**config.mk**
```make
export PLATFORM = sky130hd
export DESIGN_NAME = knights_tour_solver
export DESIGN_NICKNAME = d
export VERILOG_FILES = /design/src/rtl/knights_tour_solver.sv
export SDC_FILE = /design/constraint.sdc
export NUM_CORES = 1
export LEC_CHECK = 0
export CORE_UTILIZATION = 64
export DETAILED_ROUTE_END_ITERATION = 8
export GPL_TIMING_DRIVEN = 0
export PLACE_DENSITY = 0.85
export SYNTH_ARGS = -nofsm -noshare
export SYNTH_HDL_FRONTEND = slang
export SYNTH_SLANG_ARGS = --single-unit
```
**constraint.sdc**
```tcl
create_clock -name clk -period 7.84 [get_ports clk]
set_input_delay 1.176 -clock clk [delete_from_list [all_inputs] [get_ports clk]]
set_output_delay 1.176 -clock clk [all_outputs]
set_load 0.005 [all_outputs]
```
**src/rtl/knights_tour_solver.sv**
```systemverilog
// rtl/knights_tour_solver.sv - backtracking 5x5 knight's tour solver with one-hot move store
module knights_tour_solver (
    input  logic       clk,
    input  logic       rst_n,
    input  logic       go,
    input  logic [2:0] x_start,
    input  logic [2:0] y_start,
    input  logic [4:0] move_indx,
    output logic [7:0] move,
    output logic       busy,
    output logic       done,
    output logic       fail
);

    typedef enum logic [2:0] {IDLE, INIT, POSSIBLE, MAKE_MOVE, BACKUP, DONE, FAIL} state_t;

    state_t      state;
    logic [24:0] board;
    logic [7:0]  move_mem [0:23];
    logic [7:0]  poss_mem [0:23];
    logic [7:0]  try_r;
    logic [4:0]  move_num;
    logic [2:0]  xx, yy;

    function automatic logic signed [3:0] dx_of(input logic [2:0] k);
        case (k)
            3'd0, 3'd5: return -4'sd1;
            3'd1, 3'd4: return 4'sd1;
            3'd2, 3'd3: return 4'sd2;
            default:    return -4'sd2;
        endcase
    endfunction

    function automatic logic signed [3:0] dy_of(input logic [2:0] k);
        case (k)
            3'd0, 3'd1: return 4'sd2;
            3'd2, 3'd7: return 4'sd1;
            3'd3, 3'd6: return -4'sd1;
            default:    return -4'sd2;
        endcase
    endfunction

    function automatic logic [7:0] legal_moves(input logic [2:0] x, input logic [2:0] y);
        logic signed [3:0] nx, ny;
        logic [7:0]        m;
        m = 8'h00;
        for (int k = 0; k < 8; k++) begin
            nx = $signed({1'b0, x}) + dx_of(3'(k));
            ny = $signed({1'b0, y}) + dy_of(3'(k));
            m[k] = (nx >= 4'sd0) && (nx <= 4'sd4) && (ny >= 4'sd0) && (ny <= 4'sd4);
        end
        return m;
    endfunction

    function automatic logic [2:0] idx_of(input logic [7:0] oh);
        logic [2:0] r;
        r = 3'd0;
        for (int k = 0; k < 8; k++)
            if (oh[k]) r = 3'(k);
        return r;
    endfunction

    function automatic logic [4:0] sq(input logic [2:0] x, input logic [2:0] y);
        return {2'b00, y} * 5'd5 + {2'b00, x};
    endfunction

    logic [2:0]        try_idx, last_idx;
    logic signed [3:0] tx, ty, bx, by;
    logic [4:0]        target, cur_sq;
    logic [7:0]        last, poss_cur;
    logic [31:0]       board_ext;
    logic              cand_ok;

    always_comb begin
        try_idx   = idx_of(try_r);
        tx        = $signed({1'b0, xx}) + dx_of(try_idx);
        ty        = $signed({1'b0, yy}) + dy_of(try_idx);
        target    = sq(tx[2:0], ty[2:0]);
        cur_sq    = sq(xx, yy);
        board_ext = {7'b0, board};
        poss_cur  = poss_mem[move_num];
        // Out-of-bounds candidates are already masked off by poss_cur
        cand_ok   = (|(poss_cur & try_r)) && (target < 5'd25) && !board_ext[target];
        last      = (move_num != 5'd0) ? move_mem[move_num - 5'd1] : 8'h00;
        last_idx  = idx_of(last);
        bx        = $signed({1'b0, xx}) - dx_of(last_idx);
        by        = $signed({1'b0, yy}) - dy_of(last_idx);
    end

    assign move = (move_indx < 5'd24) ? move_mem[move_indx] : 8'h00;

    always_ff @(posedge clk or negedge rst_n) begin
        if (!rst_n) begin
            state    <= IDLE;
            board    <= '0;
            try_r    <= 8'h00;
            move_num <= '0;
            xx       <= '0;
            yy       <= '0;
            busy     <= 1'b0;
            done     <= 1'b0;
            fail     <= 1'b0;
            for (int i = 0; i < 24; i++) begin
                move_mem[i] <= 8'h00;
                poss_mem[i] <= 8'h00;
            end
        end else begin
            case (state)
                IDLE, DONE, FAIL: begin
                    if (state == DONE) done <= 1'b1;
                    if (state == FAIL) fail <= 1'b1;
                    if (go) begin
                        xx   <= x_start;
                        yy   <= y_start;
                        done <= 1'b0;
                        fail <= 1'b0;
                        if (x_start > 3'd4 || y_start > 3'd4) begin
                            state <= FAIL;
                        end else begin
                            state <= INIT;
                            busy  <= 1'b1;
                        end
                    end
                end
                INIT: begin
                    board    <= 25'd1 << cur_sq;
                    move_num <= '0;
                    state    <= POSSIBLE;
                end
                POSSIBLE: begin
                    poss_mem[move_num] <= legal_moves(xx, yy);
                    try_r              <= 8'h01;
                    state              <= MAKE_MOVE;
                end
                MAKE_MOVE: begin
                    if (cand_ok) begin
                        move_mem[move_num] <= try_r;
                        xx                 <= tx[2:0];
                        yy                 <= ty[2:0];
                        board[target]      <= 1'b1;
                        if (move_num == 5'd23) begin
                            state <= DONE;
                            busy  <= 1'b0;
                        end else begin
                            move_num <= move_num + 5'd1;
                            state    <= POSSIBLE;
                        end
                    end else if (try_r != 8'h80) begin
                        try_r <= try_r << 1;
                    end else begin
                        state <= BACKUP;
                    end
                end
                BACKUP: begin
                    if (move_num == 5'd0) begin
                        state <= FAIL;
                        busy  <= 1'b0;
                    end else begin
                        board[cur_sq] <= 1'b0;
                        xx            <= bx[2:0];
                        yy            <= by[2:0];
                        move_num      <= move_num - 5'd1;
                        // A retracted b7 has no successor to try, so keep unwinding
                        if (last != 8'h80) begin
                            try_r <= last << 1;
                            state <= MAKE_MOVE;
                        end
                    end
                end
                default: state <= IDLE;
            endcase
        end
    end

endmodule

```
Yosys cells after proc, flatten, opt, wreduce, memory -nomap -nowiden --
Cells that the tools add are included.
Operators by class: $add $sub $neg 16, multipliers 2, order comparisons 28, eq/ne operators 35, shift operators 1, multiplexer cells 81, bitwise logic cells 7, reductions and logical operators 60
Operators with widths (count):
- bitwise mux 192 bit | 2
- binary-select mux 8 bit (select 5 bit) | 3
- 2-to-1 mux 8 bit | 13
- case mux 25 bit (3 select lines) | 1
- 2-to-1 mux 3 bit | 23
- case mux 3 bit (3 select lines) | 6
- 2-to-1 mux 25 bit | 2
- demux 8 bit (select 5 bit) | 1
- equality test 3 bit, second input constant | 11
- adder 4 bit | 8
- greater-or-equal comparator 4 x 1 -> 1 bit, second input constant | 8
- <= comparator 4 bit, second input constant | 8
- AND 25 bit | 1
- logical AND 1 bit | 25
- NOT 25 bit | 1
- bitwise OR 25 bit | 1
- left shift 1 x 5 -> 25 bit, first input constant | 1
- case mux 8 bit (3 select lines) | 1
- OR reduction 2 bit | 12
- != test 2 bit, second input constant | 10
- equality test 3 x 2 -> 1 bit, second input constant | 6
- greater-or-equal comparator 6 bit, second input constant | 3
- NOT 5 -> 6 bit | 3
- 2-to-1 mux 4 bit | 4
- other kinds (38) | 76
Storage, ports and cells: register bits after elaboration 434, word-level logic and storage cells 287

Depth between registers and ports, before layout --
Gate-level depths: netlist of the first run.
depth after elaboration 20, depth in mapped cells 26

Least setup slack after synthesis of the first run --
Ideal clock, no wire load.
kind register to register, start reg try_r[4], end reg try_r[3], library setup time 0.125 ns, arrival time 5.505 ns, required time 7.715 ns, slack 2.210 ns, stages on the path, launching flop included 24, path buffers 2, period minus slack after synthesis 5.630 ns, cells stage by stage dfrtp_1 clkbuf_1 inv_1 o211ai_1 nand2_1 ha_1 inv_1 fa_1 xor2_1 and3_1 or2_2 ha_1 ha_1 ha_1 and3_1 or3_1 a211oi_1 or2_0 buf_2 mux2i_1 a22oi_4 a21o_1 a221oi_4 mux2_2
Between the ends: word-level cells in the longest chain between the ends 16, elaborated cells between the ends (all ways) 36, those cells by class 3 x add/sub; 1 x mul; 1 x order compare; 10 x eq/ne; 8 x mux; 1 x bitwise; 12 x reduce/logical
RTL lines:
- start, declared | line 21 | logic [7:0] try_r;
- start signal, assigned | line 149 | try_r <= try_r << 1;
- start signal, assigned | line 165 | try_r <= last << 1;
- 2-to-1 mux 3 bit (4 in series) | line 59 | if (oh[k]) r = 3'(k);
- equality test 3 x 2 -> 1 bit (tied with other cells) | line 26, 35
- OR reduction 2 bit | line 35 | case (k)
- case mux 3 bit (3 select lines) | line 35
- adder 3 bit | line 77 | ty = $signed({1'b0, yy}) + dy_of(try_idx);
- multiplier 3 x 3 -> 5 bit | line 64 | return {2'b00, y} * 5'd5 + {2'b00, x};
- adder 5 x 3 -> 5 bit | line 64
- binary-select mux 1 bit (select 5 bit) | line 83 | cand_ok = (|(poss_cur & try_r)) && (target < 5'd25) && !board_ext[target];
- 2-to-1 mux 1 bit (not written as such) | line 83
- zero test 1 bit | line 83
- logical AND 1 bit | line 83
- != test 2 bit (no line)
- AND reduction 5 bit (no line) (*)
Mark *: on every way between the ends. The rest lies on a longest branch, timed or not. The select of a mux whose other input is x is not followed. A chain may end at the register's enable or synchronous reset.

Worst setup path after layout of the first run --
start reg try_r[5], end reg move_mem[95] (netlist name)
Between the ends: word-level cells in the longest chain between the ends 14, elaborated cells between the ends (all ways) 32, those cells by class 3 x add/sub; 1 x mul; 1 x order compare; 7 x eq/ne; 7 x mux; 1 x bitwise; 12 x reduce/logical
RTL lines:
- 2-to-1 mux 3 bit (3 in series) | line 59
- equality test 3 x 2 -> 1 bit (tied with other cells) | line 26, 35
- OR reduction 2 bit | line 35
- case mux 3 bit (3 select lines) | line 35
- adder 3 bit | line 77
- multiplier 3 x 3 -> 5 bit | line 64
- adder 5 x 3 -> 5 bit | line 64
- binary-select mux 1 bit (select 5 bit) | line 83
- 2-to-1 mux 1 bit (not written as such) | line 83
- zero test 1 bit | line 83
- logical AND 1 bit (*) | line 83
- AND reduction 2 bit (no line) (*)
- end signal, assigned by index | line 137 | move_mem[move_num] <= try_r;
- end, declared | line 19 | logic [7:0] move_mem [0:23];
Marked as above.

==> results of run 1 <==
## layer usage
layer,part of all wire,GRT usage,vias to the layer above
met5,0.00018,0,-
met4,0.054,0.183,2
met3,0.14,0.127,351
met2,0.44,0.580,1531
met1,0.37,0.521,9677
li1,-,-,7913
## where the power goes
| part | switching, mW | leakage [nW] | internal (mW) |
|---|---|---|---|
| combinational | 4.16 | 4.93 | 1.87 |
| sequential | 0.226 | 5.99 | 2.54 |
| clock | 0.932 | 0.753 | 1.29 |
## state kept, by name, indices dropped and copies added (netlist names)
signal,count
move_num,5
move_mem,192
poss_mem,192
state,3
xx,3
board,25
fail,1
busy,1
try_r,8
done,1
yy,3
## layout make-up
| cell class | instances | share of cell area |
|---|---|---|
| plain buffers | 175 | 0.0297 |
| flip-flops and latches | 434 | 0.413 |
| multi-input cells | 1461 | 0.460 |
| repair buffers | 22 | 0.0106 |
| inverters | 44 | 0.00628 |
| clock buffers | 66 | 0.0512 |
| clock inverters | 16 | 0.00680 |
| well taps | 468 | 0.0223 |
| diodes | 2 | 0.000190 |
## how the worst max path moves through the flow
stage | startpoint | endpoint | slack, ns
2_1_floorplan | try_r[4] | try_r[3] | 2.21
3_3_place_gp | rst_n | move_mem[102] | -12.56
3_5_place_dp | try_r[5] | move_mem[95] | 1.22
4_1_cts | try_r[5] | move_mem[93] | 1.14
5_1_grt | try_r[5] | board[24] | 0.64
6_report | try_r[5] | move_mem[95] | 0.86
## critical path: cells and delay by family, from the launching register on
kind                     cells  cell delay, ns
buffers and inverters        5            1.58
AO/OA/AOI/OAI                6            1.57
AND/OR/NAND/NOR              6            1.52
adder cells (fa/ha/maj)      5            1.27
multiplexers                 1            0.39
flip-flops                   1            0.34
XOR/XNOR                     1            0.18
## stage by stage
stage          instance area, sq um  power (mW)
3_3_place_gp                  24700        8.37
2_1_floorplan                 23900        6.80
6_report                      26300        11.0
4_1_cts                       26300        10.8
5_1_grt                       26300        11.5
3_5_place_dp                  24800        8.53
## kinds of logic (layout without fill, tap and decap cells)
logic type                 after synthesis  in the layout  share of synthesized area
and+or+nand+nor                        547            547                      0.111
AOI/OAI and AO/OA                      459            459                      0.117
DFF                                    434            434                      0.454
muxes                                  404            404                      0.252
buffers and inverters                  219            323                     0.0396
adders and majority gates               38             38                     0.0218
xor gates and xnor gates                13             13                    0.00476
other                                    0              2                          0
## layout by cell type (no fill, tap or decap), types with 8 or more instances in the layout
master | synthesis | layout
o21ai_0 | 241 | 241
nand4_4 | 12 | 12
and3_1 | 13 | 13
buf_2 | 30 | 30
and2_1 | 12 | 12
a22oi_1 | 12 | 12
nor2b_1 | 11 | 11
a31oi_1 | 14 | 14
nand2_1 | 344 | 344
inv_1 | 44 | 44
nand2b_1 | 11 | 11
dfrtp_1 | 434 | 434
clkdlybuf4s50_1 | 0 | 18
clkbuf_8 | 0 | 12
a32oi_1 | 18 | 18
mux2_1 | 17 | 17
xnor2_1 | 9 | 9
and4_1 | 9 | 9
ha_1 | 32 | 32
nor3_1 | 16 | 16
mux2_2 | 183 | 183
clkbuf_1 | 111 | 119
nor2_1 | 54 | 54
nand3_1 | 13 | 13
mux4_2 | 138 | 138
o22ai_1 | 15 | 15
clkinv_2 | 0 | 8
nand4_1 | 13 | 13
a211oi_1 | 19 | 19
mux2i_1 | 66 | 66
a21oi_1 | 55 | 55
buf_1 | 20 | 20
a221oi_1 | 10 | 10
o21a_1 | 20 | 20
clkbuf_16 | 0 | 46
==> flow_summary.json, run 1 <==
{
  "status": "complete, no violations",
  "synth_area_sq_mm": 0.0239,
  "drtIter0Drc": 2958,
  "synth_top_area_share": 0.454,
  "async_reset_ff_frac": 1.00,
  "clock.fmax_mhz": 143,
  "io_buffers": 19,
  "synthTopCellsByCount": "dfrtp_1 (434), nand2_1 (344), o21ai_0 (241)",
  "synth_area_leaders": "dfrtp_1 (45%), mux4_2 (13%), mux2_2 (8.6%), nand2_1 (5.4%), o21ai_0 (5.0%)",
  "yosys_register_bits": 434,
  "relSlewSlack": 0.230,
  "final_util": 0.717,
  "crit_required_ns": 8.31,
  "synthesis.nets": 2166,
  "die_area_sq_mm": 0.0381,
  "grt_pass1_wl_mm": 112,
  "final-seq-area_sq_mm": 0.0109,
  "postCtsSetupBuffers": 0,
  "cts_resized": 0,
  "hold_path_depth": 2,
  "synth_top_flop_cell": "dfrtp_1",
  "cts_tree": "built",
  "clk_path_buf_depth": 3,
  "fin_crit_sh": 0.891,
  "clkTransAtPathRegs_ns": 0.06,
  "tightestPinTransition_ns": 1.15,
  "rsz0062_at_grt": "no",
  "preCtsSetupSlack_ns": 1.22,
  "overflow": 0,
  "synth.avg_cell_area_sq_um": 11.3,
  "tns_ns": 0,
  "cp-start-kind": "register",
  "multi_input_area_sq_mm": 0.0121,
  "whs_ns": 0.477,
  "holdPathEnd": "poss_mem[29]",
  "dpl.cell_count": 2604,
  "yosysUniqueCellTypes": 81,
  "die_h_um": 195,
  "worst_hold_path_type": "register to register",
  "hpwl_mm": 49.8,
  "track_usage": 0.390,
  "instances_no_fill": 2688,
  "drc": 0,
  "r2r-start": "try_r[5]",
  "endpoint_kind": "register",
  "peakVddDrop_v": 0.000722,
  "min_from": "poss_mem[29]",
  "p_leak_nw": 11.7,
  "crit_chain": "clkbuf_1, inv_1, o211ai_1, nand2_1, ha_1, inv_1, fa_1, xor2_1, a21oi_1, or2_2, ha_1, ha_1, ha_1, and3_1, or3_1, a211oi_1, o31ai_1, a211o_1, a22oi_4, and2_4, buf_6, and4_1, buf_2, mux2_2",
  "cts_hold_buf": 0,
  "cts_root_buf": "clkbuf_16",
  "slew_viol_final": 0,
  "reg2reg_depth": 24,
  "crit_type": "register to register",
  "cp_common_cell": "ha_1",
  "power_density_mw_per_mm2": 419,
  "ys_seq_area_frac": 0.454,
  "reg2reg_slack_ns": 0.86,
  "clock_sinks": 434,
  "grt_max_degree": 129,
  "crit_arrival_ns": 7.45,
  "fin_skew_ns": 0.0203,
  "nets": 2236,
  "cap_violations": 0,
  "fp.coreArea_sq_mm": 0.0367,
  "vias": 19500,
  "gp_congestion": 0.974,
  "wl_per_cell_um": 27.2,
  "hold_violations": 0,
  "io_pins": 25,
  "setup_viol": 0,
  "yosys_warnings": 0,
  "syn-instance-count": 2114,
  "finalWirelength_mm": 73.0,
  "fp-row-count": 70,
  "antenna_found_initial": 4,
  "fin_crit_ns": 6.98,
  "yosys.area.top_type": "dfrtp_1",
  "areaGrowthSynthToFinish_pct": 10.0,
  "critPathSlowestCell": "clkbuf_1",
  "drive_gt1_frac": 0.213,
  "synth_edf_count": 0,
  "yosysMostFrequentCell": "dfrtp_1",
  "ant_nets": 0,
  "floorplan.initialDensity": 0.652,
  "grt_pass1_vias": 19300,
  "drt_first_pass_iters": 7,
  "slowest_delay_ns": 0.67,
  "crit_fanout": 10,
  "fill_cells": 2413,
  "avgViaCountPerCell": 7.24,
  "cts_buffers": 46,
  "finalWorstSetupSlack_ns": 0.856,
  "die_w_um": 195,
  "clk-insertion-delay-late_ns": 0.59,
  "timing.rr.end": "move_mem[95]",
  "h-tree-depth": 2
}
(Power assumes the default switching activity.)
==> run 2: changes to the inputs <==
CORE_MARGIN = 5   (was not set)
==> flow_summary.json, run 2 (synthesis gave the netlist of run 1 again) <==
{
  "met2WireLength_mm": 32.0,
  "clock_sinks": 434,
  "cp-start-kind": "register",
  "rsz0062_at_grt": "no",
  "fp.coreArea_sq_mm": 0.0368,
  "fin_skew_ns": 0.0205,
  "die_area_sq_mm": 0.0413,
  "clkTransAtPathRegs_ns": 0.07,
  "cap_violations": 0,
  "finalWirelength_mm": 72.6,
  "antenna_cells": 0,
  "cts_tree": "built",
  "peakVddDrop_v": 0.000459,
  "whs_ns": 0.474,
  "drtIter0Drc": 3082,
  "r2r-start": "try_r[5]",
  "crit_arrival_ns": 7.65,
  "slew_viol_final": 0,
  "min_from": "poss_mem[67]",
  "wl_per_cell_um": 27.0,
  "drt_first_pass_iters": 7,
  "tns_ns": 0,
  "track_usage": 0.354,
  "crit_type": "register to register",
  "cts_resized": 0,
  "cts_buffers": 46,
  "crit_chain": "clkbuf_1, inv_1, o211ai_1, nand2_1, ha_1, inv_1, fa_1, xor2_1, a21oi_1, or2_2, ha_1, ha_1, ha_1, and3_1, or3_1, a211oi_1, nor2_1, nor2_1, a22oi_4, and2_4, buf_6, buf_6, o21ai_2, o21ai_0",
  "preCtsSetupSlack_ns": 0.936,
  "gp_congestion": 1.01,
  "setup_viol": 0,
  "critical_path_buf_inv_count": 5,
  "die_w_um": 203,
  "grt_pass1_vias": 19500,
  "grt_pass1_wl_mm": 113,
  "fill_cells": 2430,
  "avgViaCountPerCell": 7.19,
  "hpwl_mm": 50.7,
  "fin_crit_sh": 0.920,
  "postCtsSetupBuffers": 0,
  "p_leak_nw": 11.7,
  "critPathSlowestCell": "clkbuf_1",
  "floorplan.initialDensity": 0.650,
  "power_density_mw_per_mm2": 418,
  "fin_crit_ns": 7.21,
  "die_h_um": 203,
  "wl_met1_mm": 27.1,
  "final_cell_mix": "dfrtp_1 (434), nand2_1 (344), o21ai_0 (241)",
  "grt_max_degree": 119,
  "drive_gt1_frac": 0.215,
  "finalWorstSetupSlack_ns": 0.630,
  "io_pins": 25,
  "cp_common_cell": "ha_1",
  "relSlewSlack": 0.107,
  "slowest_delay_ns": 0.68,
  "crit_fanout": 10,
  "worst_hold_path_type": "register to register",
  "clock.fmax_mhz": 139,
  "status": "complete, no violations",
  "antenna_found_initial": 1,
  "vias": 19300,
  "tightestPinTransition_ns": 1.33,
  "dr.max_layer_used": "met5",
  "overflow": 0,
  "nets": 2237,
  "cts_hold_buf": 0,
  "cts_root_buf": "clkbuf_16",
  "clk_path_buf_depth": 3,
  "fp-row-count": 70,
  "reg.largest.list": "move_mem x192, poss_mem x192, board x25",
  "ant_nets": 0,
  "startpoint": "try_r[5]",
  "h-tree-depth": 2,
  "endpoint_kind": "register",
  "hold_violations": 0,
  "clk-insertion-delay-late_ns": 0.59,
  "final_common_cell": "dfrtp_1",
  "critPathTopFamily": "simple AND/OR/NAND/NOR gates",
  "io_buffers": 19,
  "crit_required_ns": 8.28,
  "drc": 0,
  "wl_met3_mm": 9.72,
  "areaGrowthSynthToFinish_pct": 9.89
}
==> run 2: per-layer routing <==
metal | global-route usage | up-vias
met5 | 0 | -
li1 | - | 7924
met1 | 0.477 | 9679
met4 | 0.150 | 2
met3 | 0.125 | 314
met2 | 0.527 | 1423
==> run 2: final timing paths <==
kind / end / slack, ns / cells after the start
max reg2reg: board[8] / 0.63 / 24
min reg2reg: poss_mem[67] / 0.47 / 2
max: board[8] / 0.63 / 24
max in group asynchronous: move_mem[94] / 6.02 / 3
min in group asynchronous: poss_mem[84] / 0.50 / 1
min: poss_mem[67] / 0.47 / 2
==> run 2: area by class of cell <==
cell class | count | area [sq um] | share of cell area
repair buffers | 23 | 305 | 0.0116
well taps | 468 | 586 | 0.0223
inverters | 44 | 165 | 0.00629
clock inverters | 22 | 140 | 0.00533
clock buffers | 62 | 1330 | 0.0507
flip-flops and latches | 434 | 10900 | 0.413
plain buffers | 175 | 782 | 0.0298
multi-input cells | 1461 | 12100 | 0.461
==> run 2: worst min-delay path, delay by kind of cell (launching register included) <==
kind	cells	cell delay (ns)
DFF	1	0.34
AOI/OAI and AO/OA	1	0.06
and+or+nand+nor	1	0.04
==> run 2: report_power, final <==
group	total, mW	internal, mW	switching, mW
Combinational	6.09	1.87	4.21
Clock	2.15	1.20	0.955
Sequential	2.76	2.54	0.218
Total	11.0	5.61	5.39
==> run 2: metrics by stage <==
step           cells  instance area [sq um]  power, mW   util
2_1_floorplan   2114                  23900       6.80      -
3_3_place_gp    2601                  24700       8.40  0.671
3_5_place_dp    2605                  24800       8.59  0.674
4_1_cts         2689                  26300       10.8  0.714
5_1_grt         2689                  26300       11.5  0.714
6_report        2689                  26300       11.0  0.714
